### src/rtl/i2f_pipe.sv
`default_nettype none
// ============================================================================
// Module : i2f_pipe
// Brief  : 3-stage valid/ready integer-to-binary32 converter, all 4 rounding modes
// Rev    : 1.0  initial release
// ============================================================================
module i2f_pipe #(
  parameter int IW = 32
) (
  input  logic          clk,
  input  logic          clrn,
  input  logic          in_valid,
  output logic          in_ready,
  input  logic [IW-1:0] d,
  input  logic          sgn,
  input  logic [1:0]    rm,
  output logic          out_valid,
  input  logic          out_ready,
  output logic [31:0]   a,
  output logic          p_lost
);
  localparam int            KW      = $clog2(IW);
  localparam logic [KW-1:0] MSB_IDX = KW'(IW - 1);

  localparam logic [1:0] RM_RNE = 2'b00;
  localparam logic [1:0] RM_RDN = 2'b01;
  localparam logic [1:0] RM_RUP = 2'b10;
  localparam logic [1:0] RM_RTZ = 2'b11;

  logic adv;
  assign adv      = ~out_valid | out_ready;
  assign in_ready = adv;

  // Stage 1: sign and magnitude; -d of the most-negative value wraps to 2^(IW-1)
  logic          w_s;
  logic [IW-1:0] w_mag;
  assign w_s   = sgn & d[IW-1];
  assign w_mag = w_s ? (-d) : d;

  logic          r_v1, r_s1;
  logic [IW-1:0] r_m1;
  logic [1:0]    r_rm1;

  // Stage 2: leading-one search and left normalisation
  logic [KW-1:0] w_k;
  logic [IW-1:0] w_norm;
  logic          w_zero;

  always_comb begin
    w_k = '0;
    for (int i = 0; i < IW; i++) begin
      if (r_m1[i]) w_k = KW'(i);
    end
  end

  assign w_norm = r_m1 << (MSB_IDX - w_k);
  assign w_zero = ~|r_m1;

  logic          r_v2, r_z2, r_s2;
  logic [KW-1:0] r_k2;
  logic [IW-1:0] r_n2;
  logic [1:0]    r_rm2;

  // Stage 3: zero-padding below the operand keeps guard/sticky at 0 when k <= 23
  logic [IW+24:0] w_ext;
  logic [23:0]    w_sig;
  logic           w_guard, w_sticky, w_inc;
  logic [24:0]    w_sum;
  logic [22:0]    w_frac;
  logic [7:0]     w_exp;
  logic [31:0]    w_a;
  logic           w_p;

  assign w_ext    = {r_n2, 25'd0};
  assign w_sig    = w_ext[IW+24 -: 24];
  assign w_guard  = w_ext[IW];
  assign w_sticky = |w_ext[IW-1:0];

  always_comb begin
    w_inc = 1'b0;
    case (r_rm2)
      RM_RNE:  w_inc = w_guard & (w_sticky | w_sig[0]);
      RM_RDN:  w_inc = r_s2 & (w_guard | w_sticky);
      RM_RUP:  w_inc = ~r_s2 & (w_guard | w_sticky);
      RM_RTZ:  w_inc = 1'b0;
      default: w_inc = 1'b0;
    endcase
  end

  // A carry out means the significand became 2^24: renormalise by one place
  assign w_sum  = {1'b0, w_sig} + 25'(w_inc);
  assign w_frac = w_sum[24] ? w_sum[23:1] : w_sum[22:0];
  assign w_exp  = 8'd127 + 8'(r_k2) + 8'(w_sum[24]);
  assign w_a    = r_z2 ? 32'd0 : {r_s2, w_exp, w_frac};
  assign w_p    = ~r_z2 & (w_guard | w_sticky);

  always_ff @(posedge clk or negedge clrn) begin
    if (!clrn) begin
      r_v1      <= 1'b0;
      r_s1      <= 1'b0;
      r_m1      <= '0;
      r_rm1     <= '0;
      r_v2      <= 1'b0;
      r_z2      <= 1'b0;
      r_s2      <= 1'b0;
      r_k2      <= '0;
      r_n2      <= '0;
      r_rm2     <= '0;
      out_valid <= 1'b0;
      a         <= '0;
      p_lost    <= 1'b0;
    end else if (adv) begin
      r_v1      <= in_valid;
      r_s1      <= w_s;
      r_m1      <= w_mag;
      r_rm1     <= rm;
      r_v2      <= r_v1;
      r_z2      <= w_zero;
      r_s2      <= r_s1;
      r_k2      <= w_k;
      r_n2      <= w_norm;
      r_rm2     <= r_rm1;
      out_valid <= r_v2;
      a         <= w_a;
      p_lost    <= w_p;
    end
  end

endmodule
`default_nettype wire

### config.mk
export PLATFORM = sky130hd
export DESIGN_NAME = i2f_pipe
export DESIGN_NICKNAME = d
export VERILOG_FILES = /design/src/rtl/i2f_pipe.sv
export SDC_FILE = /design/constraint.sdc
export NUM_CORES = 1
export LEC_CHECK = 0
export ABC_AREA = 1
export CAP_MARGIN = 25
export CORE_MARGIN = 4
export CORE_UTILIZATION = 47
export DETAILED_ROUTE_END_ITERATION = 8
export HOLD_SLACK_MARGIN = 0.1
export PLACE_DENSITY = 0.76
export SYNTH_ARGS = -nofsm -noshare
export SYNTH_HDL_FRONTEND = slang
export SYNTH_SLANG_ARGS = --single-unit
### constraint.sdc
create_clock -name clk -period 3.6 [get_ports clk]
set_clock_uncertainty 0.05 [all_clocks]
set_input_delay 0.9 -clock clk [delete_from_list [all_inputs] [get_ports clk]]
set_output_delay 0.9 -clock clk [all_outputs]
set_load 0.01 [all_outputs]
==> flow_summary.toml <==
[outcome]
outcome = "finished, violations left"
violations = "negative setup slack"

[setup_path]
rr_worst_depth = 25
cp.depth = 25
cp_top_family = "buffers and inverters"
path_buf_inv = 13
worst-path-max-fanout = 2
worst_setup_path_start_kind = "flop"
cp_common_cell = "buf_4"
slowest_delay_ns = 0.39
crit_required_ns = 3.83
endpoint_kind = "flop"
slowest_stage = "dfrtp_1"
path_class = "flop to flop"
cp.arrival_ns = 3.93

[cells_and_area]
final_nets = 1222
multi_input_area_sq_um = 4200
final_common_cell = "nand3_1"
synthToLayoutAreaGrowth_pct = 29.7
diodes = 0
final_cell_mix = "nand3_1, nand2_1, dfrtp_1, inv_1, buf_4"
nFillCells = 1350
seqCellArea_sq_um = 2800
drive_above_1_share = 0.154

[logic_synthesis]
yosys_most_used_dff = "dfrtp_1"
syn_nets = 1089
seq_area_frac_synth = 0.383
avgSynthCellArea_sq_um = 7.02
ys_ff_latch = 112
synth-edff-count = 0
yosys-top-cells-area = "dfrtp_1, nand3_1, nand2_1, o21ai_0, inv_1"
yosysTopAreaCell = "dfrtp_1"
syn_inst = 1043
syn_area_sq_um = 7320
synth_warnings = 0
async_flop_share = 1.00
synthDistinctLibCells = 45
yosys.area.top_type_share = 0.383

[route]
drt_iter0_markers = 836
drt_wl_total_microns = 21700
post_drt_wl_per_cell_microns = 15.6
ant_nets = 0
dr.pass1.iters = 6
avgViaCountPerCell = 5.57
drc_errors = 0
num_vias = 7744

[timing]
fin_hold_ws_ns = 0.341
worstMarginPinSlew_ns = 1.01
setup_viol = 13
fmax_mhz = 270
maxSlewViolCount = 0
setup_tns_ns = -0.452
slew_headroom = 0.327
period_share = 1.03
fin_ws_ns = -0.104
rsz0062_at_grt = "yes"
hold_viol = 0
period_minus_slack_ns = 3.70

[global_route]
grt_pass1_vias = 7208
gr-total-overflow = 0
grt_pass1_wl_microns = 34900
grt_max_degree = 130
groute.usage.overall = 0.239
grt_antenna_before_repair = 0

[floorplan]
initial_core_util = 0.480
die_y_microns = 133
fp.dieW_microns = 133
coreArea_sq_um = 15300
dieArea_sq_um = 17600
pin_count = 74
rows = 45

[clock_tree]
clock_path_buffers = 2
cts_hold_buf = 0
clk_pin_slew_ns = 0.07
htree_levels = 3
clkSinkCount = 112
cts_made_buffers = 9
cts_tree = "built"
clock_latency_ns = 0.36
cts_root_buf = "clkbuf_16"

[place]
port_buffers = 73
dp_hpwl_microns = 14300
place_congestion = 0.904

[power_and_ir_drop]
p_per_area_nw_per_um2 = 728
p_leak_uw = 0.00430
peakVddDrop_v = 0.000369

[job]
maxCapViolCount = 0

[worst_hold_path]
holdCritPathClass = "input port to asynchronous set/reset pin"
-- cell families after synthesis --
group	share of synthesized area
buffers and inverters	0.0863
XOR/XNOR	0.0479
AND/OR/NAND/NOR	0.368
adder cells (fa/ha/maj)	0.0120
AO/OA/AOI/OAI	0.103
flip-flops	0.383
-- layer usage --
metal	vias to the layer above	track usage	routed length [microns]
met5	-	0	0
met4	0	0.106	858
met3	66	0.0289	1270
met2	313	0.394	10200
met1	3589	0.316	9360
li1	3776	-	-
-- sequential cells by signal, indices dropped and copies added (netlist names) --
name	count
a	32
r_rm1	2
out_valid	1
r_m1	32
r_rm2	2
p_lost	1
r_k2	5
r_v2	1
r_z2	1
r_s1	1
r_v1	1
r_n2	32
r_s2	1
-- cell type report --
type | instances | area share
clock buffer | 10 | 0.0241
clock inverter | 4 | 0.00356
inverter | 105 | 0.0423
multi-input combinational | 773 | 0.443
sequential | 112 | 0.295
tap | 211 | 0.0278
timing repair buffer | 175 | 0.164
-- final timing paths --
check / start / endpoint / slack, ns
hold / removal: clrn / a[25] / 0.34
setup / recovery: r_rm2[0] / a[8] / -0.10
setup reg to reg: r_rm2[0] / a[8] / -0.10
min in group clk: r_v2 / out_valid / 0.40
max in group asynchronous: clrn / a[3] / 2.30
hold reg to reg: r_v2 / out_valid / 0.40
-- Yosys cell counts (2+ instances only) --
| master | count |
|---|---|
| nand3_1 | 246 |
| nand2_1 | 236 |
| dfrtp_1 | 112 |
| inv_1 | 104 |
| o21ai_0 | 86 |
| nor2_1 | 58 |
| clkbuf_1 | 36 |
| xor2_1 | 23 |
| xnor2_1 | 17 |
| nor3_1 | 16 |
| a21oi_1 | 14 |
| nand4_1 | 12 |
| nor4_1 | 9 |
| buf_2 | 7 |
| ha_1 | 7 |
| buf_1 | 5 |
| o21ai_1 | 5 |
| a32o_1 | 4 |
| o22ai_1 | 4 |
| o31ai_1 | 4 |
| a31oi_1 | 3 |
| buf_6 | 3 |
| nand3_2 | 3 |
| nor3b_1 | 3 |
| o211ai_1 | 3 |
| a22o_1 | 2 |
| buf_4 | 2 |
| nand2_4 | 2 |
-- report_power, final --
part | internal, uW | total (uW) | switching (uW)
registers | 1760 | 2240 | 482
logic | 1460 | 3730 | 2270
clock network | 467 | 947 | 480
total | 3680 | 6910 | 3230
-- what timing repair did --
item	in CTS	in global routing
pin swaps	16	24
resized for setup	16	72
setup buffers	42	5
endpoints found under the setup margin	31	46
-- metrics by stage --
step | util | power, uW | instances | worst slack [ns] | instance area, sq um
after floorplan | - | 4440 | 1043 | 0.0138 | 7360
after global placement | 0.563 | 5550 | 1333 | -0.262 | 8590
after detailed placement | 0.563 | 5630 | 1333 | -0.359 | 8590
after CTS | 0.605 | 6650 | 1389 | 0.000995 | 9230
after global routing | 0.622 | 7440 | 1390 | -0.231 | 9490
final | 0.622 | 6910 | 1390 | -0.104 | 9490
Note: power is estimated with default switching activity, not from simulation.
